===== src/rtl/bnn_layer_sequencer_if.sv =====
// Handshake and configuration bundle between the inference controller and
// the layer sequencer. The master drives start/abort/write-back/result
// strobes; the slave (the sequencer) drives the datapath configuration.
interface bnn_layer_sequencer_if;
  logic       iSTART;
  logic       iABORT;
  logic       iWR_PULSE;
  logic       iFINAL_VALID;
  logic [3:0] iFINAL_CLASS;

  logic [2:0] oLAYER;
  logic       oLAYER_START;
  logic       oFLUSH;
  logic [3:0] oACC_MV;
  logic [8:0] oTH_BASE;
  logic [8:0] oRD_BASE;
  logic [8:0] oWR_ADDR;
  logic       oBUSY;
  logic       oDONE;
  logic [3:0] oCLASS;
  logic       oERR;

  modport master (
    output iSTART, iABORT, iWR_PULSE, iFINAL_VALID, iFINAL_CLASS,
    input  oLAYER, oLAYER_START, oFLUSH, oACC_MV, oTH_BASE, oRD_BASE,
           oWR_ADDR, oBUSY, oDONE, oCLASS, oERR
  );

  modport slave (
    input  iSTART, iABORT, iWR_PULSE, iFINAL_VALID, iFINAL_CLASS,
    output oLAYER, oLAYER_START, oFLUSH, oACC_MV, oTH_BASE, oRD_BASE,
           oWR_ADDR, oBUSY, oDONE, oCLASS, oERR
  );
endinterface


===== src/rtl/bnn_layer_sequencer.sv =====
// Layer scheduler for the binarized CNN pipeline. Walks the shared datapath
// through CONV1, CONV2, CONV3, FCL1 and FCL2, supplies the per-layer
// configuration, counts write-back strobes to detect layer completion,
// issues a one-cycle flush between layers and latches the final class.
// Optional per-layer watchdog: define BNN_WATCHDOG_EN to enable it.
module bnn_layer_sequencer #(
  parameter logic [8:0]  MEM1_OFFSET    = 9'd252,
  parameter logic [8:0]  TH_STRIDE      = 9'd112,
  parameter logic [8:0]  CONV1_WR       = 9'd252,
  parameter logic [8:0]  CONV2_WR       = 9'd48,
  parameter logic [8:0]  CONV3_WR       = 9'd6,
  parameter logic [8:0]  FCL1_WR        = 9'd1,
  parameter logic [15:0] TIMEOUT_CYCLES = 16'd65535
) (
  input logic                  iCLK,
  input logic                  iRST,
  bnn_layer_sequencer_if.slave bus
);

  typedef enum logic [2:0] {
    S_IDLE,
    S_START,
    S_RUN,
    S_FLUSH,
    S_FINAL
`ifdef BNN_WATCHDOG_EN
    ,
    S_ERR
`endif
  } state_t;

  state_t     state_q, state_d;
  logic [2:0] l_q, l_d;
  logic [8:0] w_q, w_d;
  logic [3:0] class_q, class_d;
  logic       done_q, done_d;

  logic [2:0] layer_q, layer_d;
  logic       layer_start_q, layer_start_d;
  logic       flush_q, flush_d;
  logic [3:0] acc_mv_q, acc_mv_d;
  logic [8:0] th_base_q, th_base_d;
  logic [8:0] rd_base_q, rd_base_d;
  logic [8:0] wr_addr_q, wr_addr_d;
  logic       busy_q, busy_d;
  logic [8:0] wr_base;
  logic [8:0] target;

`ifdef BNN_WATCHDOG_EN
  logic [15:0] wd_q, wd_d;
  logic        err_q, err_d;
  logic        timeout;
`endif

  // Write-back count that ends the current layer (FCL2 never reaches RUN)
  always_comb begin
    case (l_q)
      3'd0:    target = CONV1_WR;
      3'd1:    target = CONV2_WR;
      3'd2:    target = CONV3_WR;
      default: target = FCL1_WR;
    endcase
  end

`ifdef BNN_WATCHDOG_EN
  // Cycle counter cleared at every layer start and every write-back strobe
  always_comb begin
    timeout = (wd_q >= (TIMEOUT_CYCLES - 16'd1));
    if ((state_d == S_START) || bus.iWR_PULSE) begin
      wd_d = 16'd0;
    end else if (wd_q == 16'hFFFF) begin
      wd_d = wd_q;
    end else begin
      wd_d = wd_q + 16'd1;
    end
  end
`endif

  // Next-state, layer index, write count and result latch
  always_comb begin
    state_d = state_q;
    l_d     = l_q;
    w_d     = w_q;
    class_d = class_q;
    done_d  = 1'b0;
    if (bus.iABORT) begin
      state_d = S_IDLE;
      l_d     = 3'd0;
      w_d     = 9'd0;
    end else begin
      case (state_q)
        S_IDLE: begin
          if (bus.iSTART) begin
            state_d = S_START;
            l_d     = 3'd0;
            w_d     = 9'd0;
          end
        end
        S_START: begin
          w_d     = 9'd0;
          state_d = (l_q == 3'd4) ? S_FINAL : S_RUN;
        end
        S_RUN: begin
          if (bus.iWR_PULSE) begin
            if (w_q != target) begin
              w_d = w_q + 9'd1;
            end
            if (w_d == target) begin
              state_d = S_FLUSH;
            end
          end
`ifdef BNN_WATCHDOG_EN
          else if (timeout) begin
            state_d = S_ERR;
          end
`endif
        end
        S_FLUSH: begin
          l_d     = l_q + 3'd1;
          w_d     = 9'd0;
          state_d = S_START;
        end
        S_FINAL: begin
          if (bus.iFINAL_VALID) begin
            class_d = bus.iFINAL_CLASS;
            done_d  = 1'b1;
            state_d = S_IDLE;
          end
`ifdef BNN_WATCHDOG_EN
          else if (timeout) begin
            state_d = S_ERR;
          end
`endif
        end
`ifdef BNN_WATCHDOG_EN
        S_ERR: begin
          state_d = S_ERR;
        end
`endif
        default: begin
          state_d = S_IDLE;
        end
      endcase
    end
  end

  // Registered outputs derived from the upcoming state and layer
  always_comb begin
    layer_d   = 3'b000;
    acc_mv_d  = 4'd9;
    th_base_d = 9'd0;
    rd_base_d = 9'd0;
    wr_base   = 9'd0;
    wr_addr_d = 9'd0;
    if (state_d != S_IDLE) begin
      case (l_d)
        3'd0: begin
          layer_d = 3'b010;
        end
        3'd1: begin
          layer_d   = 3'b011;
          th_base_d = TH_STRIDE;
          wr_base   = MEM1_OFFSET;
        end
        3'd2: begin
          layer_d   = 3'b100;
          th_base_d = TH_STRIDE * 9'd2;
          rd_base_d = MEM1_OFFSET;
        end
        3'd3: begin
          layer_d   = 3'b101;
          acc_mv_d  = 4'd6;
          th_base_d = TH_STRIDE * 9'd3;
          wr_base   = MEM1_OFFSET;
        end
        default: begin
          layer_d   = 3'b110;
          acc_mv_d  = 4'd6;
          rd_base_d = MEM1_OFFSET;
        end
      endcase
      wr_addr_d = wr_base + w_d;
    end
    layer_start_d = (state_d == S_START);
    busy_d        = (state_d != S_IDLE);
`ifdef BNN_WATCHDOG_EN
    flush_d = (state_d == S_FLUSH) || ((state_d == S_ERR) && (state_q != S_ERR));
    err_d   = (state_d == S_ERR);
`else
    flush_d = (state_d == S_FLUSH);
`endif
  end

  // State and output registers with synchronous reset
  always_ff @(posedge iCLK) begin
    if (iRST) begin
      state_q       <= S_IDLE;
      l_q           <= 3'd0;
      w_q           <= 9'd0;
      class_q       <= 4'd0;
      done_q        <= 1'b0;
      layer_q       <= 3'b000;
      layer_start_q <= 1'b0;
      flush_q       <= 1'b0;
      acc_mv_q      <= 4'd9;
      th_base_q     <= 9'd0;
      rd_base_q     <= 9'd0;
      wr_addr_q     <= 9'd0;
      busy_q        <= 1'b0;
`ifdef BNN_WATCHDOG_EN
      wd_q          <= 16'd0;
      err_q         <= 1'b0;
`endif
    end else begin
      state_q       <= state_d;
      l_q           <= l_d;
      w_q           <= w_d;
      class_q       <= class_d;
      done_q        <= done_d;
      layer_q       <= layer_d;
      layer_start_q <= layer_start_d;
      flush_q       <= flush_d;
      acc_mv_q      <= acc_mv_d;
      th_base_q     <= th_base_d;
      rd_base_q     <= rd_base_d;
      wr_addr_q     <= wr_addr_d;
      busy_q        <= busy_d;
`ifdef BNN_WATCHDOG_EN
      wd_q          <= wd_d;
      err_q         <= err_d;
`endif
    end
  end

  assign bus.oLAYER       = layer_q;
  assign bus.oLAYER_START = layer_start_q;
  assign bus.oFLUSH       = flush_q;
  assign bus.oACC_MV      = acc_mv_q;
  assign bus.oTH_BASE     = th_base_q;
  assign bus.oRD_BASE     = rd_base_q;
  assign bus.oWR_ADDR     = wr_addr_q;
  assign bus.oBUSY        = busy_q;
  assign bus.oDONE        = done_q;
  assign bus.oCLASS       = class_q;
`ifdef BNN_WATCHDOG_EN
  assign bus.oERR         = err_q;
`else
  assign bus.oERR         = 1'b0;
`endif

endmodule


===== src/flat_wrapper.sv =====
// flat-port wrapper written by rule: the top's interface ports become plain ports
module bnn_layer_sequencer_flat 
#(
  parameter logic [8:0]  MEM1_OFFSET    = 9'd252,
  parameter logic [8:0]  TH_STRIDE      = 9'd112,
  parameter logic [8:0]  CONV1_WR       = 9'd252,
  parameter logic [8:0]  CONV2_WR       = 9'd48,
  parameter logic [8:0]  CONV3_WR       = 9'd6,
  parameter logic [8:0]  FCL1_WR        = 9'd1,
  parameter logic [15:0] TIMEOUT_CYCLES = 16'd65535
)
  (iCLK, iRST, bus_iSTART, bus_iABORT, bus_iWR_PULSE, bus_iFINAL_VALID, bus_iFINAL_CLASS, bus_oLAYER, bus_oLAYER_START, bus_oFLUSH, bus_oACC_MV, bus_oTH_BASE, bus_oRD_BASE, bus_oWR_ADDR, bus_oBUSY, bus_oDONE, bus_oCLASS, bus_oERR);
  bnn_layer_sequencer_if bus_i ();
  input logic iCLK;
  input logic iRST;
  input wire logic [$bits(bus_i.iSTART)-1:0] bus_iSTART;
  input wire logic [$bits(bus_i.iABORT)-1:0] bus_iABORT;
  input wire logic [$bits(bus_i.iWR_PULSE)-1:0] bus_iWR_PULSE;
  input wire logic [$bits(bus_i.iFINAL_VALID)-1:0] bus_iFINAL_VALID;
  input wire logic [$bits(bus_i.iFINAL_CLASS)-1:0] bus_iFINAL_CLASS;
  output wire logic [$bits(bus_i.oLAYER)-1:0] bus_oLAYER;
  output wire logic [$bits(bus_i.oLAYER_START)-1:0] bus_oLAYER_START;
  output wire logic [$bits(bus_i.oFLUSH)-1:0] bus_oFLUSH;
  output wire logic [$bits(bus_i.oACC_MV)-1:0] bus_oACC_MV;
  output wire logic [$bits(bus_i.oTH_BASE)-1:0] bus_oTH_BASE;
  output wire logic [$bits(bus_i.oRD_BASE)-1:0] bus_oRD_BASE;
  output wire logic [$bits(bus_i.oWR_ADDR)-1:0] bus_oWR_ADDR;
  output wire logic [$bits(bus_i.oBUSY)-1:0] bus_oBUSY;
  output wire logic [$bits(bus_i.oDONE)-1:0] bus_oDONE;
  output wire logic [$bits(bus_i.oCLASS)-1:0] bus_oCLASS;
  output wire logic [$bits(bus_i.oERR)-1:0] bus_oERR;
  assign bus_i.iSTART = bus_iSTART;
  assign bus_i.iABORT = bus_iABORT;
  assign bus_i.iWR_PULSE = bus_iWR_PULSE;
  assign bus_i.iFINAL_VALID = bus_iFINAL_VALID;
  assign bus_i.iFINAL_CLASS = bus_iFINAL_CLASS;
  assign bus_oLAYER = bus_i.oLAYER;
  assign bus_oLAYER_START = bus_i.oLAYER_START;
  assign bus_oFLUSH = bus_i.oFLUSH;
  assign bus_oACC_MV = bus_i.oACC_MV;
  assign bus_oTH_BASE = bus_i.oTH_BASE;
  assign bus_oRD_BASE = bus_i.oRD_BASE;
  assign bus_oWR_ADDR = bus_i.oWR_ADDR;
  assign bus_oBUSY = bus_i.oBUSY;
  assign bus_oDONE = bus_i.oDONE;
  assign bus_oCLASS = bus_i.oCLASS;
  assign bus_oERR = bus_i.oERR;
  bnn_layer_sequencer #(.MEM1_OFFSET(MEM1_OFFSET), .TH_STRIDE(TH_STRIDE), .CONV1_WR(CONV1_WR), .CONV2_WR(CONV2_WR), .CONV3_WR(CONV3_WR), .FCL1_WR(FCL1_WR), .TIMEOUT_CYCLES(TIMEOUT_CYCLES)) u_core (.iCLK(iCLK), .iRST(iRST), .bus(bus_i));
endmodule

===== config.mk =====
export PLATFORM = sky130hd
export DESIGN_NAME = bnn_layer_sequencer_flat
export DESIGN_NICKNAME = d
export VERILOG_FILES = /design/src/rtl/bnn_layer_sequencer_if.sv /design/src/rtl/bnn_layer_sequencer.sv /design/src/flat_wrapper.sv
export SDC_FILE = /design/constraint.sdc
export NUM_CORES = 1
export LEC_CHECK = 0
export CAP_MARGIN = 25
export CORE_MARGIN = 2
export CORE_UTILIZATION = 50
export CTS_CLUSTER_DIAMETER = 120
export CTS_CLUSTER_SIZE = 8
export DETAILED_ROUTE_END_ITERATION = 12
export GPL_ROUTABILITY_DRIVEN = 0
export PLACE_DENSITY = 0.78
export SLEW_MARGIN = 10
export SYNTH_ARGS = -nofsm -noshare
export SYNTH_HDL_FRONTEND = slang
export SYNTH_SLANG_ARGS = --single-unit

===== constraint.sdc =====
create_clock -name iCLK -period 5.25 [get_ports iCLK]
set_clock_uncertainty 0.15 [all_clocks]
set_input_delay 0.525 -clock iCLK [delete_from_list [all_inputs] [get_ports iCLK]]
set_output_delay 0.525 -clock iCLK [all_outputs]
set_load 0.1 [all_outputs]

Yosys cells after proc, flatten, opt, wreduce, memory -nomap -nowiden

Cells that the tools add are included.

Bits in registers: 57
Bits in latches: 0
RAM bits: 0
ROM bits: 0
Input port bits: 10
Logic and storage cells: 70
Memories: 0

$add $sub $neg: 3
$mul: 0
Div/mod/pow operators: 0
Magnitude comparators: 0
Equal/unequal tests: 14
Shift-type cells: 0
Multiplexer cells: 26
Bitwise gates (word level): 3
Reductions and logical operators: 11

Operators by type and width:

| cell                                                 | number |
|---|---|
| 2-to-1 mux 9 bit                                     | 8 |
| one-hot mux 9 bit (3 select lines)                   | 2 |
| 2-to-1 mux 3 bit                                     | 8 |
| one-hot mux 8 bit (3 select lines)                   | 1 |
| equality test 3 x 2 -> 1 bit (second input constant) | 6 |
| 2-to-1 mux 8 bit                                     | 2 |
| one-hot mux 3 bit (5 select lines)                   | 1 |
| equality test 3 x 1 -> 1 bit (second input constant) | 4 |
| one-hot mux 3 bit (4 select lines)                   | 1 |
| adder 9 x 1 -> 9 bit (second input constant)         | 1 |
| adder 9 bit                                          | 1 |
| equality test 9 x 8 -> 1 bit                         | 1 |
| zero test 3 bit                                      | 3 |
| inequality test 9 x 8 -> 1 bit                       | 1 |
| OR reduction 3 bit                                   | 3 |
| equality test 3 bit (second input constant)          | 2 |
| one-hot mux 3 bit (2 select lines)                   | 1 |
| OR reduction 2 bit                                   | 3 |
| 2-to-1 mux 4 bit                                     | 1 |
| adder 3 x 1 -> 3 bit (second input constant)         | 1 |
| inverter 1 bit                                       | 3 |
| AND reduction 3 bit                                  | 1 |
| nonzero test 3 bit                                   | 1 |
| 2-to-1 mux 1 bit                                     | 1 |

Longest topological paths before layout

Word-level depth: 15
Gate-level depth with buffers: 17

Worst setup path after synthesis

No wires, ideal clock.

Path type: reg2reg
From: register u_core.l_q[0]
To: register u_core.wr_addr_q[8] (netlist: u_core.bus.oWR_ADDR[8])
Setup time: 0.059 ns
Data arrival time: 3.425 ns
Data required time: 5.041 ns
Setup slack: 1.616 ns
Stages on the path, launching flop included: 17
Buffers on the path: 1
Cells stage by stage: dfxtp_1 -> inv_1 -> ha_1 -> buf_4 -> nor2b_1 -> mux2i_1 -> nand2_1 -> or4b_4 -> a211o_2 -> a21oi_1 -> ha_1 -> a21o_1 -> a21oi_1 -> o21bai_1 -> a21o_1 -> a211o_1 -> nand2_1

Elaborated cells on any way between the ends: 32
Classes of those cells: add/sub: 2; eq/ne: 7; mux: 18; bitwise: 1; reduce/logical: 4

RTL lines:

| what                                                       | line                       | source |
|---|---|---|
| start: declaration                                         | bnn_layer_sequencer.sv:33  | `logic [2:0] l_q, l_d;` |
| start signal: assignment                                   | bnn_layer_sequencer.sv:216 | `l_q <= l_d;` |
| equality test 3 x 2 -> 1 bit, or another cell as far along | bnn_layer_sequencer.sv:57  | `case (l_q)` |
| one-hot mux 8 bit (3 select lines) (*)                     | bnn_layer_sequencer.sv:57  |  |
| inequality test 9 x 8 -> 1 bit (*)                         | bnn_layer_sequencer.sv:105 | `if (w_q != target) begin` |
| 2-to-1 mux 9 bit (*)                                       | bnn_layer_sequencer.sv:105 |  |
| 2-to-1 mux 9 bit (*)                                       | bnn_layer_sequencer.sv:104 | `if (bus.iWR_PULSE) begin` |
| 2-to-1 mux 9 bit (*)                                       | bnn_layer_sequencer.sv:91  | `case (state_q)` |
| 2-to-1 mux 9 bit (*)                                       | bnn_layer_sequencer.sv:86  | `if (bus.iABORT) begin` |
| 2-to-1 mux 9 bit (*)                                       | bnn_layer_sequencer.sv:104 |  |
| one-hot mux 9 bit (3 select lines) (*)                     | bnn_layer_sequencer.sv:91  |  |
| 2-to-1 mux 9 bit (*)                                       | bnn_layer_sequencer.sv:86  |  |
| via u_core.w_d[4]                                          | bnn_layer_sequencer.sv:34  | `logic [8:0] w_q, w_d;` |
| adder 9 bit (*)                                            | bnn_layer_sequencer.sv:182 | `wr_addr_d = wr_base + w_d;` |
| end signal: assignment                                     | bnn_layer_sequencer.sv:226 | `wr_addr_q <= wr_addr_d;` |
| end: declaration                                           | bnn_layer_sequencer.sv:44  | `logic [8:0] wr_addr_q, wr_addr_d;` |

The timed path passes the listed nets; every way through them passes the cells marked *. The select of a mux whose other input is x is not followed.
A chain may end at the register's enable or synchronous reset.

Final worst setup path

Same ends and word-level chain as after synthesis.

==> reports/metrics.yaml <==
drtAntennaViolNets: 0
min-delay-start: "u_core.bus.oCLASS[3]"
dieArea_um2: 5798
netSwitchingFraction_pct: 28.40
cts-resized-gates: 0
cts_hold_buf: 0
clockBufferDepth: 2
insertedDiodeCount: 0
wl_per_cell_um: 14.06
grt_usage_pct: 20.53
share_seq_of_total_power_pct: 53.7
powerDensity_nw_per_um2: 196.3
min_to: "u_core.bus.oCLASS[3]"
ir_drop_v: 0.0002123
synth_edf_count: 0
postLayoutCoreUtil_pct: 59.76
reg2reg_to: "u_core.bus.oWR_ADDR[8]"
grt_overflow_total: 0
slew_viol_final: 0
cp_data_arrival_time_ns: 4.17
seq_area_frac_synth_pct: 32.31
fin_setup_tns_ns: 0
p_leak_nw: 1.171
hp-class: "reg2reg"
cts_tree: "built"
die_h_um: 76.15
vias_per_cell: 5.502
io_pins: 53
r2r_cells: 15
worstSetupStartpointType: "register"
area_growth_pct: 16.54
vias: 2267
grt_max_degree: 16
status: "complete, no violations"
ys_warn_count: 0
r2r_start: "u_core.l_q[0]"
cts_setup_buffers: 0
tightest_slew_ns: 0.9848
power_frac_clock_pct: 36.4
firstDrtPassIters: 6
drc: 0
reg2reg_slack_ns: 1.18
core_area_um2: 5075
clock-sinks: 42
syn-instance-count: 318
cts_root_buffer: "clkbuf_8"
drt-initial-drc-count: 122
cts_buffers: 5
h-tree-depth: 2
grt_pass1_vias: 2215
hold_viol: 0
port-buffer-count: 44
place_hpwl_um: 4401
cap_violations: 0
insertion_delay_ns: 0.30
nNetsFinal: 363
fillers: 466
crit_start: "u_core.l_q[0]"
synthArstFlopShare_pct: 0
rows: 26
drt-total-wl_um: 5792
yosysUniqueCellTypes: 61
synth_area_um2: 2602
holdPathStages: 2
intPower_w: 0.0004263
layout_commonest_cell: "clkdlybuf4s50_1"
syn_avg_cell_area_um2: 8.184
crit_required_ns: 5.35
comb_power_share_pct: 9.8
die_w_um: 76.15
p_sw_w: 0.0001691
synth-seq-cells: 42
grt_first_pass_wirelength_um: 9977
drive_gt1_share_pct: 8.187
antenna_found_initial: 0
period_minus_slack_ns: 4.074
maxSlewHeadroom_pct: 34.14
clkTransAtPathRegs_ns: 0.09
start_util_pct: 51.28
end_kind: "register"
rsz0062_at_grt: "false"
finalSetupViolations: 0
period_share_pct: 77.59
critPathMaxFanout: 9
fmax_mhz: 245.5
crit_type: "reg2reg"
most-common-layout-cells: "clkdlybuf4s50_1 (44), dfxtp_1 (42), nor2_1 (39), a21oi_1 (23), nand2_1 (22)"
ys.flop_type: "dfxtp_1"
-- cells in the mapped netlist, drive strengths merged, types with 3 or more instances --
library cell / instances / area share (%)
nand2: 22 / 3.2
and4: 3 / 1.1
a21oi: 23 / 4.4
a21o: 4 / 1.2
dfxtp: 42 / 32
ha: 11 / 5.3
mux2i: 9 / 3.5
nor3b: 3 / 1.1
nor2b: 4 / 0.96
nor2: 39 / 5.6
inv: 11 / 1.6
or2: 5 / 1.2
o21ai: 8 / 1.5
and3: 3 / 0.77
buf: 24 / 6.7
a31oi: 4 / 0.96
o21bai: 3 / 0.87
nand3b: 4 / 1.2
nand3: 8 / 1.5
xnor2: 7 / 2.4
and2: 7 / 1.7
nand2b: 3 / 0.72
nand4: 5 / 1.2
or3: 5 / 1.2
clkbuf: 12 / 1.9
a211oi: 5 / 1.4
nor3: 10 / 1.9
a211o: 3 / 1.1
-- layer usage --
layer	up-vias	routed length [um]	GRT usage, %
met2	66	2811	34.20
met3	7	338	5.332
met4	0	55	5.818
met1	1055	2587	26.42
li1	1139	-	-
met5	-	0	0
-- area by class of cell --
type | count | area, um2 | area share (%)
inverters | 11 | 41.29 | 1.361
multi-input cells | 236 | 1523 | 50.21
flip-flops and latches | 42 | 840.8 | 27.72
well taps | 70 | 87.58 | 2.888
clock inverters | 3 | 23.77 | 0.7838
clock buffers | 5 | 68.82 | 2.269
repair buffers | 45 | 447.9 | 14.77
-- flip-flops by register name, indices dropped and copies added (netlist names), 2 cells and up --
signal / count
u_core.bus.oWR_ADDR: 9
u_core.w_q: 9
u_core.bus.oCLASS: 4
u_core.bus.oTH_BASE: 4
u_core.bus.oLAYER: 3
u_core.l_q: 3
u_core.state_q: 3
u_core.bus.oACC_MV: 2
-- power by group through the flow --
stage | Clock (W) | Combinational (W) | Sequential (W)
global route | 0.000233 | 0.0000615 | 0.000320
detailed placement | 0 | 0.0000580 | 0.000327
floorplan | 0 | 0.0000429 | 0.000334
finish | 0.000217 | 0.0000586 | 0.000320
CTS | 0.000223 | 0.0000581 | 0.000320
global placement | 0 | 0.0000582 | 0.000327
-- logic make-up (layout without fill, tap and decap cells) --
logic type	after synthesis	in the layout	synth area share [%]
buffers and inverters	47	64	10.19
other	1	8	0.1441
XOR/XNOR	8	8	2.692
flip-flops	42	42	32.31
AO/OA/AOI/OAI	71	71	19.23
AND/OR/NAND/NOR	128	128	25.91
multiplexers	9	9	3.462
adder cells (fa/ha/maj)	12	12	6.058
-- worst max-delay path by stage --
stage                              to  cells after the start  slack [ns]
3_5_place_dp   u_core.bus.oWR_ADDR[8]                     14        1.24
3_3_place_gp   u_core.bus.oWR_ADDR[8]                     14        1.33
4_1_cts        u_core.bus.oWR_ADDR[8]                     15        1.20
5_1_grt        u_core.bus.oWR_ADDR[8]                     15        0.87
2_1_floorplan  u_core.bus.oWR_ADDR[8]                     16        1.62
6_report       u_core.bus.oWR_ADDR[8]                     15        1.18
-- worst max-delay path: stages (launching register included) --
cell and delay [ns]:
dfxtp_1 0.36, inv_1 0.09, ha_1 0.29, nor2b_1 0.40, mux2i_1 0.27, nand4b_1 0.21
o211ai_1 0.45, o32ai_1 0.15, ha_1 0.25, fa_1 0.41, a21o_1 0.18, a21oi_1 0.23
o21bai_1 0.09, a21o_1 0.19, a211o_1 0.26, nand2_1 0.05
-- metrics by stage --
step	hold slack, ns	power, W	instance area (um2)	worst slack [ns]	cells
6_report	0.3542	0.0005954	3033	1.177	412
3_5_place_dp	0.3373	0.0003854	2940	1.235	404
5_1_grt	0.4175	0.0006145	3033	0.8713	412
4_1_cts	0.3624	0.0006005	3033	1.205	412
2_1_floorplan	0.4318	0.0003771	2629	1.616	325
3_3_place_gp	0.3252	0.0003855	2940	1.326	404
Power figures use the tool's default switching activity.
